[src/rtl/disp_link_pkg.sv]
// Shared definitions for the display-link scheduler: default sizes, FSM
// encoding and small indexing helpers.
package disp_link_pkg;

  localparam int DEF_WIDTH = 32;
  localparam int DEF_NREQ  = 4;

  typedef enum logic [1:0] {
    ST_IDLE = 2'd0,
    ST_HOLD = 2'd1,
    ST_GAP  = 2'd2
  } state_e;

  // Width of a source index; a single requester still needs one bit.
  function automatic int idx_w(input int n);
    return (n > 1) ? $clog2(n) : 1;
  endfunction

  // LSB position of source idx inside the packed data bus.
  function automatic int lane_lsb(input int idx, input int width);
    return idx * width;
  endfunction

endpackage

[src/rtl/disp_link_sched_rr_pick.sv]
// Combinational round-robin picker: first set request at or above ptr,
// wrapping modulo NREQ.
module rr_pick
  import disp_link_pkg::*;
#(
  parameter int NREQ = DEF_NREQ,
  parameter int IW   = idx_w(DEF_NREQ)
) (
  input  logic [NREQ-1:0] req_i,
  input  logic [IW-1:0]   ptr_i,
  output logic [NREQ-1:0] onehot_o,
  output logic [IW-1:0]   idx_o,
  output logic            any_o
);

  always_comb begin
    // NOTE: every output gets a default before the loop so no path leaves
    // a value unassigned, which would otherwise infer a latch.
    onehot_o = '0;
    idx_o    = '0;
    any_o    = 1'b0;
    for (int k = 0; k < NREQ; k++) begin
      if (!any_o && req_i[(int'(ptr_i) + k) % NREQ]) begin
        any_o                                = 1'b1;
        idx_o                                = IW'((int'(ptr_i) + k) % NREQ);
        onehot_o[(int'(ptr_i) + k) % NREQ]   = 1'b1;
      end
    end
  end

endmodule

[src/rtl/disp_link_sched.sv]
// Round-robin owner of the shared display link: each grant holds a snapshot
// word on the link for HOLD cycles, followed by GAP idle cycles.
module disp_link_sched
  import disp_link_pkg::*;
#(
  parameter int NREQ  = DEF_NREQ,
  parameter int WIDTH = DEF_WIDTH,
  parameter int HOLD  = 4,
  parameter int GAP   = 1
) (
  input  logic                    clk,
  input  logic                    rst,
  input  logic [NREQ-1:0]         req,
  input  logic [NREQ*WIDTH-1:0]   data,
  output logic [NREQ-1:0]         gnt,
  output logic                    done,
  output logic [WIDTH-1:0]        link_data,
  output logic                    link_valid,
  output logic [idx_w(NREQ)-1:0]  link_src
);

  localparam int IW = idx_w(NREQ);
  localparam int CW = $clog2(HOLD + 1);
  localparam int GW = (GAP > 0) ? $clog2(GAP + 1) : 1;

  state_e           state_q, state_d;
  logic [IW-1:0]    ptr_q, ptr_d, ptr_arb;
  logic [CW-1:0]    cnt_q, cnt_d;
  logic [GW-1:0]    gcnt_q, gcnt_d;
  logic [NREQ-1:0]  gnt_q, gnt_d;
  logic             done_q, done_d;
  logic [WIDTH-1:0] link_data_q, link_data_d;
  logic             link_valid_q, link_valid_d;
  logic [IW-1:0]    link_src_q, link_src_d;

  logic [NREQ-1:0]  win_oh;
  logic [IW-1:0]    win_idx;
  logic             win_any;
  logic             frame_end;
  logic             arb_now;

  assign frame_end = (state_q == ST_HOLD) && (cnt_q == CW'(HOLD));

  // The pointer advances on the frame's last edge, so a back-to-back
  // arbitration on that same edge must already see the advanced value.
  always_comb begin
    ptr_arb = ptr_q;
    if (frame_end) begin
      ptr_arb = (link_src_q == IW'(NREQ - 1)) ? '0 : link_src_q + IW'(1);
    end
  end

  rr_pick #(
    .NREQ (NREQ),
    .IW   (IW)
  ) u_pick (
    .req_i    (req),
    .ptr_i    (ptr_arb),
    .onehot_o (win_oh),
    .idx_o    (win_idx),
    .any_o    (win_any)
  );

  always_comb begin
    state_d      = state_q;
    ptr_d        = ptr_arb;
    cnt_d        = cnt_q;
    gcnt_d       = gcnt_q;
    gnt_d        = gnt_q;
    done_d       = 1'b0;
    link_data_d  = link_data_q;
    link_valid_d = link_valid_q;
    link_src_d   = link_src_q;
    arb_now      = 1'b0;

    unique case (state_q)
      ST_IDLE: arb_now = 1'b1;
      ST_HOLD: begin
        if (frame_end) begin
          if (GAP > 0) begin
            state_d      = ST_GAP;
            gcnt_d       = GW'(1);
            gnt_d        = '0;
            link_valid_d = 1'b0;
          end else begin
            arb_now = 1'b1;
          end
        end else begin
          cnt_d  = cnt_q + CW'(1);
          done_d = (cnt_d == CW'(HOLD));
        end
      end
      ST_GAP: begin
        if (gcnt_q == GW'(GAP)) arb_now = 1'b1;
        else                    gcnt_d  = gcnt_q + GW'(1);
      end
      default: state_d = ST_IDLE;
    endcase

    if (arb_now) begin
      gcnt_d = '0;
      if (win_any) begin
        state_d      = ST_HOLD;
        gnt_d        = win_oh;
        link_src_d   = win_idx;
        link_data_d  = data[lane_lsb(int'(win_idx), WIDTH) +: WIDTH];
        link_valid_d = 1'b1;
        cnt_d        = CW'(1);
        done_d       = (HOLD == 1);
      end else begin
        state_d      = ST_IDLE;
        gnt_d        = '0;
        link_valid_d = 1'b0;
        cnt_d        = '0;
      end
    end
  end

  // NOTE: state registers use non-blocking assignments so every flop samples
  // the pre-edge values regardless of statement order.
  always_ff @(posedge clk) begin
    if (rst) begin
      state_q      <= ST_IDLE;
      ptr_q        <= '0;
      cnt_q        <= '0;
      gcnt_q       <= '0;
      gnt_q        <= '0;
      done_q       <= 1'b0;
      link_data_q  <= '0;
      link_valid_q <= 1'b0;
      link_src_q   <= '0;
    end else begin
      state_q      <= state_d;
      ptr_q        <= ptr_d;
      cnt_q        <= cnt_d;
      gcnt_q       <= gcnt_d;
      gnt_q        <= gnt_d;
      done_q       <= done_d;
      link_data_q  <= link_data_d;
      link_valid_q <= link_valid_d;
      link_src_q   <= link_src_d;
    end
  end

  assign gnt        = gnt_q;
  assign done       = done_q;
  assign link_data  = link_data_q;
  assign link_valid = link_valid_q;
  assign link_src   = link_src_q;

endmodule

[config.mk]
export PLATFORM = sky130hd
export DESIGN_NAME = disp_link_sched
export DESIGN_NICKNAME = d
export VERILOG_FILES = /design/src/rtl/disp_link_pkg.sv /design/src/rtl/disp_link_sched_rr_pick.sv /design/src/rtl/disp_link_sched.sv
export SDC_FILE = /design/constraint.sdc
export NUM_CORES = 1
export LEC_CHECK = 0
export CAP_MARGIN = 20
export CORE_UTILIZATION = 55
export CTS_CLUSTER_SIZE = 24
export DETAILED_ROUTE_END_ITERATION = 10
export DONT_BUFFER_PORTS = 1
export HOLD_SLACK_MARGIN = 0.05
export PLACE_DENSITY = 0.75
export SYNTH_ARGS = -nofsm -noshare
export SYNTH_HDL_FRONTEND = slang
export SYNTH_SLANG_ARGS = --single-unit
[constraint.sdc]
create_clock -name clk -period 4.6 [get_ports clk]
set_input_delay 0.69 -clock clk [delete_from_list [all_inputs] [get_ports clk]]
set_output_delay 0.69 -clock clk [all_outputs]
set_load 0.01 [all_outputs]
After elaboration in Yosys (flattened, before gate mapping)
Cells that the tools add are included.
- $add $sub $neg: 6
- $lt $le $gt $ge: 8
- eq/ne operators: 9
- shift-type cells: 1
- multiplexer cells: 58
- bitwise logic cells: 6
- reductions and logical operators: 25
- operators by type and width (kind ; count):
    $shiftx A128 B8 Y32 ; 1
    $mux W4 ; 8
    $mux W1 ; 28
    $mux W2 ; 8
    $lt A3 B4 Y1 const B ; 3
    $or A4 B4 Y4 ; 3
    $reduce_and A2 Y1 ; 5
    $reduce_or A2 Y1 ; 5
    $ge A3 B1 Y1 const B ; 3
    $mux W3 ; 3
    $bmux W1 S2 ; 4
    $demux W1 S2 ; 4
    $logic_and A1 B1 Y1 ; 8
    $eq A3 B3 Y1 const B ; 2
    $reduce_bool A2 Y1 ; 3
    $add A2 B1 Y2 const B ; 2
    $add A2 B2 Y2 const B ; 2
    $eq A2 B2 Y1 const B ; 2
    $ne A2 B1 Y1 const B ; 2
    $pmux W1 S2 ; 2
    $pmux W2 S2 ; 1
    $add A3 B1 Y3 const B ; 1
    $and A1 B1 Y1 const A ; 3
    $logic_not A1 Y1 ; 3
    other kinds (7) ; 7
- flip-flop bits (word level): 48
- input bits: 134
- output and inout bits: 40
- logic and storage cells: 122

Depth between registers and ports, before layout
- depth after elaboration: 19
- depth in mapped cells: 16
- depth with buffers taken out: 13

Hierarchy
A second synthesis with hierarchy kept.
- cells, all modules: 239
- area, all modules: 2950.3 um^2
- by module, submodules not included (module ; instances ; cells each ; area an instance (um^2) ; sequential area each (um^2)):
    disp_link_sched ; 1 ; 194 ; 2531.2 ; 960.9
    rr_pick ; 1 ; 45 ; 419.2 ; 0.0

Least setup slack after synthesis
No wires, ideal clock.
- kind: flip-flop to flip-flop
- start point: register cnt_q[0]
- end point: register link_data_q[0], in the netlist link_data[0]
- library setup time: 0.069 ns
- data arrival time: 3.353 ns
- required time: 4.531 ns
- path slack: 1.177 ns
- cell stages (with the launch flop): 16
- path buffers: 2
- clock period less this slack: 3.423 ns
- cell sequence: dfxtp_1 -> inv_1 -> ha_1 -> nand4b_4 -> mux2_4 -> ha_1 -> clkbuf_1 -> mux2_2 -> inv_1 -> mux2_4 -> o21ai_1 -> a211o_1 -> a311o_1 -> buf_2 -> a2bb2oi_1 -> o21ai_1
- word-level cells in the longest chain between the ends: 16
- elaborated cells on any way between the ends: 33
- those cells by class: 3 x add/sub; 1 x eq/ne; 1 x shift; 20 x mux; 8 x reduce/logical
- ends and longest elaborated chain (element ; RTL line ; text):
    start, declared ; disp_link_sched.sv:28 ; logic [CW-1:0] cnt_q, cnt_d;
    start signal, assigned ; disp_link_sched.sv:135 ; cnt_q <= cnt_d;
    $eq A3 B3 Y1 (*) ; disp_link_sched.sv:42 ; assign frame_end = (state_q == ST_HOLD) && (cnt_q == CW'(HOLD));
    $logic_and A1 B1 Y1 (*) ; disp_link_sched.sv:42 ;
    $mux W2 (*) ; disp_link_sched.sv:48 ; if (frame_end) begin
    named net ptr_arb[1] ; disp_link_sched.sv:27 ; logic [IW-1:0] ptr_q, ptr_d, ptr_arb;
    $add A2 B1 Y2 or $bmux W1 S2 (tied branches) ; disp_link_sched_rr_pick.sv:23, disp_link_sched_rr_pick.sv:25 ;
    $bmux W1 S2 or $mux W1 (tied branches) ; disp_link_sched_rr_pick.sv:23 ; if (!any_o && req_i[(int'(ptr_i) + k) % NREQ]) begin
    $mux W1 (not written as such) ; disp_link_sched_rr_pick.sv:23 ;
    $mux W1 (not written as such) or $logic_not A1 Y1 (tied branches) ; disp_link_sched_rr_pick.sv:23 ;
    $logic_and A1 B1 Y1 ; disp_link_sched_rr_pick.sv:23 ;
    $mux W1 ; disp_link_sched_rr_pick.sv:23 ;
    $logic_not A1 Y1 ; disp_link_sched_rr_pick.sv:23 ;
    $logic_and A1 B1 Y1 ; disp_link_sched_rr_pick.sv:23 ;
    $mux W1 ; disp_link_sched_rr_pick.sv:23 ;
    $logic_not A1 Y1 ; disp_link_sched_rr_pick.sv:23 ;
    $logic_and A1 B1 Y1 ; disp_link_sched_rr_pick.sv:23 ;
    $mux W2 or $mux W1 (tied branches) ; disp_link_sched_rr_pick.sv:23 ;
    $shiftx A128 B8 Y32 or $reduce_and A2 Y1 (tied branches) ; -- ;
    end signal, assigned ; disp_link_sched.sv:139 ; link_data_q <= link_data_d;
    end, declared ; disp_link_sched.sv:32 ; logic [WIDTH-1:0] link_data_q, link_data_d;
Mark *: on every way through the listed nets, which the timed path passes. The rest lies on a longest branch. The select of a mux whose other input is x is not followed.
A chain may end at the register's enable or synchronous reset.

Final worst setup path
- start point: register cnt_q[0]
- end point: register link_data_q[22], in the netlist link_data[22]
- word-level cells in the longest chain between the ends: 16
- elaborated cells on any way between the ends: 33
- those cells by class: 3 x add/sub; 1 x eq/ne; 1 x shift; 20 x mux; 8 x reduce/logical
- ends and longest elaborated chain (element ; RTL line):
    $eq A3 B3 Y1 (*) ; disp_link_sched.sv:42
    $logic_and A1 B1 Y1 (*) ; disp_link_sched.sv:42
    $mux W2 (*) ; disp_link_sched.sv:48
    $add A2 B1 Y2 or $bmux W1 S2 (tied branches) ; disp_link_sched_rr_pick.sv:23, disp_link_sched_rr_pick.sv:25
    $bmux W1 S2 or $mux W1 (tied branches) ; disp_link_sched_rr_pick.sv:23
    $mux W1 (not written as such) ; disp_link_sched_rr_pick.sv:23
    $mux W1 (not written as such) or $logic_not A1 Y1 (tied branches) ; disp_link_sched_rr_pick.sv:23
    $logic_and A1 B1 Y1 ; disp_link_sched_rr_pick.sv:23
    $mux W1 ; disp_link_sched_rr_pick.sv:23
    $logic_not A1 Y1 ; disp_link_sched_rr_pick.sv:23
    $logic_and A1 B1 Y1 ; disp_link_sched_rr_pick.sv:23
    $mux W1 ; disp_link_sched_rr_pick.sv:23
    $logic_not A1 Y1 ; disp_link_sched_rr_pick.sv:23
    $logic_and A1 B1 Y1 ; disp_link_sched_rr_pick.sv:23
    $mux W2 or $mux W1 (tied branches) ; disp_link_sched_rr_pick.sv:23
    $shiftx A128 B8 Y32 or $reduce_and A2 Y1 (tied branches) ; --
Every way passes the cells marked *; elsewhere a longest branch is shown, timed or not. The select of a mux whose other input is x is not followed.

==> results.sh <==
export IMPL_synthCells=327
export IMPL_ir_worst_vdd_uv=202.9
export IMPL_antenna_found_initial=0
export IMPL_fillCellCount=478
export IMPL_grt_max_degree=33
export IMPL_critPathTopFamily="multiplexers"
export IMPL_drt_initial_drc_count=131
export IMPL_io_pins=174
export IMPL_cellLeakagePower_nw=1.315
export IMPL_whs_path_depth=1
export IMPL_finalSetupTns_ns=0
export IMPL_path_cells="inv_1, ha_1, nand4b_4, mux2i_4, ha_1, mux2_2, inv_1, mux2_4, o21ai_1, o21ai_1, buf_4, nor2b_2, buf_4, a2bb2oi_1, o21ai_1"
export IMPL_cts_tree="built"
export IMPL_final_util=0.6132
export IMPL_grt_pass1_vias=2220
export IMPL_hp_start="rst"
export IMPL_cts_resized_gates=0
export IMPL_worst_slack_ns=0.5944
export IMPL_place_congestion=0.8588
export IMPL_die_area_sq_um=5885
export IMPL_ant_nets=0
export IMPL_relSlewSlack=0.5490
export IMPL_dp_hpwl_um=5601
export IMPL_cts_sinks=48
export IMPL_fin_crit_ns=4.006
export IMPL_r2r_start="cnt_q[0]"
export IMPL_synth_main_ff_cell="dfxtp_1"
export IMPL_die_w_um=76.72
export IMPL_yosys_top_cells_area="dfxtp_1 31%, mux2i_1 26%, a2bb2oi_1 9.1%, o21ai_1 5.7%, ha_1 4.9%"
export IMPL_cp_end_kind="register"
export IMPL_final_layout_size_suffix_gt1_frac=0.07862
export IMPL_ys_types=41
export IMPL_skew_ns=0.007076
export IMPL_reg2regPathDepth=15
export IMPL_clk_latency_ns=0.30
export IMPL_worstMarginPinSlew_ns=0.6765
export IMPL_worst_path_max_fanout=19
export IMPL_vias=2429
export IMPL_grt_first_pass_wirelength_um=11310
export IMPL_syn_num_nets=473
export IMPL_yosysTopAreaCell="dfxtp_1"
export IMPL_drc=0
export IMPL_path_class="reg2reg"
export IMPL_critPathBufInv=4
export IMPL_cpPeakStageDelay_ns=0.58
export IMPL_grtUsageTotal=0.2425
export IMPL_fp_coreArea_sq_um=5238
export IMPL_via_per_inst=6.260
export IMPL_clock_fmax_mhz=249.7
export IMPL_syn_cell_area_sq_um=3070
export IMPL_dr_pass1_iters=4
export IMPL_yosysTopAreaCellShare=0.3130
export IMPL_placed_cells=380
export IMPL_setup_violations=0
export IMPL_start_util=0.5862
export IMPL_place_ws_ns=0.5165
export IMPL_worst_path_stages=15
export IMPL_crit_start="cnt_q[0]"
export IMPL_crit_required_ns=4.83
export IMPL_ys_seq_area_frac=0.3130
export IMPL_async_flop_share=0
export IMPL_avgSynthCellArea_sq_um=9.390
export IMPL_cap_violations=0
export IMPL_layoutNonFillerInstCount=388
export IMPL_clk_pin_slew_ns=0.09
export IMPL_cts_setup_buffers=0
export IMPL_pwr_density_cell_nw_per_um2=296.0
export IMPL_synth_edf_count=0
export IMPL_antenna_cells=0
export IMPL_finalMaxSlewViolations=0
export IMPL_h_tree_depth=2
export IMPL_die_h_um=76.72
export IMPL_nNetsFinal=464
export IMPL_rsz0062_at_grt="no"
export IMPL_yosysWarnings=0
export IMPL_ys_ff_latch=48
export IMPL_hold_path_class="in2reg"
export IMPL_crit_path_frequent_cell="o21ai_1"
export IMPL_syn_to_final_growth_pct=4.605
export IMPL_root_buffer="clkbuf_8"
export IMPL_slowest_stage="nor2b_2"
export IMPL_crit_path_start_kind="register"
export IMPL_hold_violations=0
export IMPL_finalCritPeriodShare=0.8708
export IMPL_io_buffers=0
export IMPL_drt_total_wl_um=7291
export IMPL_hold_buffers=0
export IMPL_cts_made_buffers=5
export IMPL_wl_per_cell_um=18.79
export IMPL_status="complete, no violations"
export IMPL_clock_path_buffers=2
export IMPL_critPathArrivalTime_ns=4.23
export IMPL_grt_overflow=0
export IMPL_num_rows=26
-- synth_stat cells, drive strengths merged, types with 2 or more instances --
| cell | instances |
|---|---|
| a21o | 5 |
| a311o | 2 |
| o22ai | 4 |
| inv | 11 |
| mux2 | 4 |
| nand3b | 2 |
| dfxtp | 48 |
| a21oi | 14 |
| clkbuf | 12 |
| mux2i | 82 |
| nor2b | 3 |
| ha | 12 |
| xnor2 | 2 |
| nor2 | 10 |
| o21ai | 36 |
| buf | 11 |
| a2bb2oi | 32 |
| nand2b | 2 |
| nor3 | 4 |
| nand2 | 17 |
| or3 | 2 |
-- final cells by class --
class | instances | area, sq um | share of cell area
tap | 70 | 87.58 | 0.02727
clock inverter | 1 | 8.758 | 0.002727
sequential | 48 | 960.9 | 0.2992
inverter | 12 | 46.29 | 0.01441
timing repair buffer | 7 | 72.57 | 0.02259
clock buffer | 6 | 82.58 | 0.02571
multi-input combinational | 244 | 1953 | 0.6081
-- stage by stage --
| step | hold WS, ns | instance area, sq um | total power [mW] |
|---|---|---|---|
| CTS | 0.4381 | 3184 | 0.9531 |
| finish | 0.4477 | 3212 | 0.9506 |
| detailed placement | 0.4840 | 3093 | 0.6980 |
| global route | 0.4302 | 3212 | 0.9969 |
| floorplan | 0.4761 | 3070 | 0.6654 |
| global placement | 0.4770 | 3093 | 0.6917 |
-- state kept, by name (all words and copies together), names as in the netlist --
signal	count
cnt_q	3
done	1
gcnt_q	1
gnt	4
link_data	32
link_src	2
link_valid	1
ptr_q	2
state_q	2
-- cells by family (layout without fill, tap and decap cells) --
| family | after synthesis | count (layout) | synth area share |
|---|---|---|---|
| compound gates | 100 | 100 | 0.2188 |
| mux | 86 | 86 | 0.2885 |
| flops | 48 | 48 | 0.3130 |
| simple gates | 44 | 44 | 0.07294 |
| buf+inv | 35 | 26 | 0.05216 |
| fa+ha+maj | 12 | 12 | 0.04890 |
| xor+xnor | 2 | 2 | 0.005706 |
-- placed cells by master, fill, tap and decap left out, types with 4 or more instances in the layout --
cell type   n
o22ai_1     4
clkbuf_8    6
ha_1       12
a2bb2oi_1  32
a21o_1      5
nand2_1    17
buf_4       6
nor3_1      4
nor2_1     10
dfxtp_1    48
inv_1      10
a21oi_1    13
o21ai_1    35
mux2i_1    81
-- final timing paths --
| kind | slack, ns | end |
|---|---|---|
| min reg2reg | 0.49 | gnt[3] |
| min | 0.45 | gnt[2] |
| max | 0.59 | link_data[22] |
| max reg2reg | 0.59 | link_data[22] |
-- report_power, final --
group	total, mW	internal [mW]	switching (mW)	leakage [nW]
combinational	0.189	0.0947	0.0940	0.873
clock	0.259	0.120	0.139	0.0473
sequential	0.503	0.455	0.0482	0.395
total	0.951	0.670	0.281	1.32
-- metal layers --
metal	vias to the layer above	wire (um)	global-route usage	share of wire
li1	1188	-	-	-
met1	1136	3047	0.2897	0.42
met2	94	3738	0.4295	0.51
met3	11	413	0.05833	0.057
met4	0	91	0.06538	0.012
met5	-	0	0	0
Note: power is estimated with default switching activity, not from simulation.
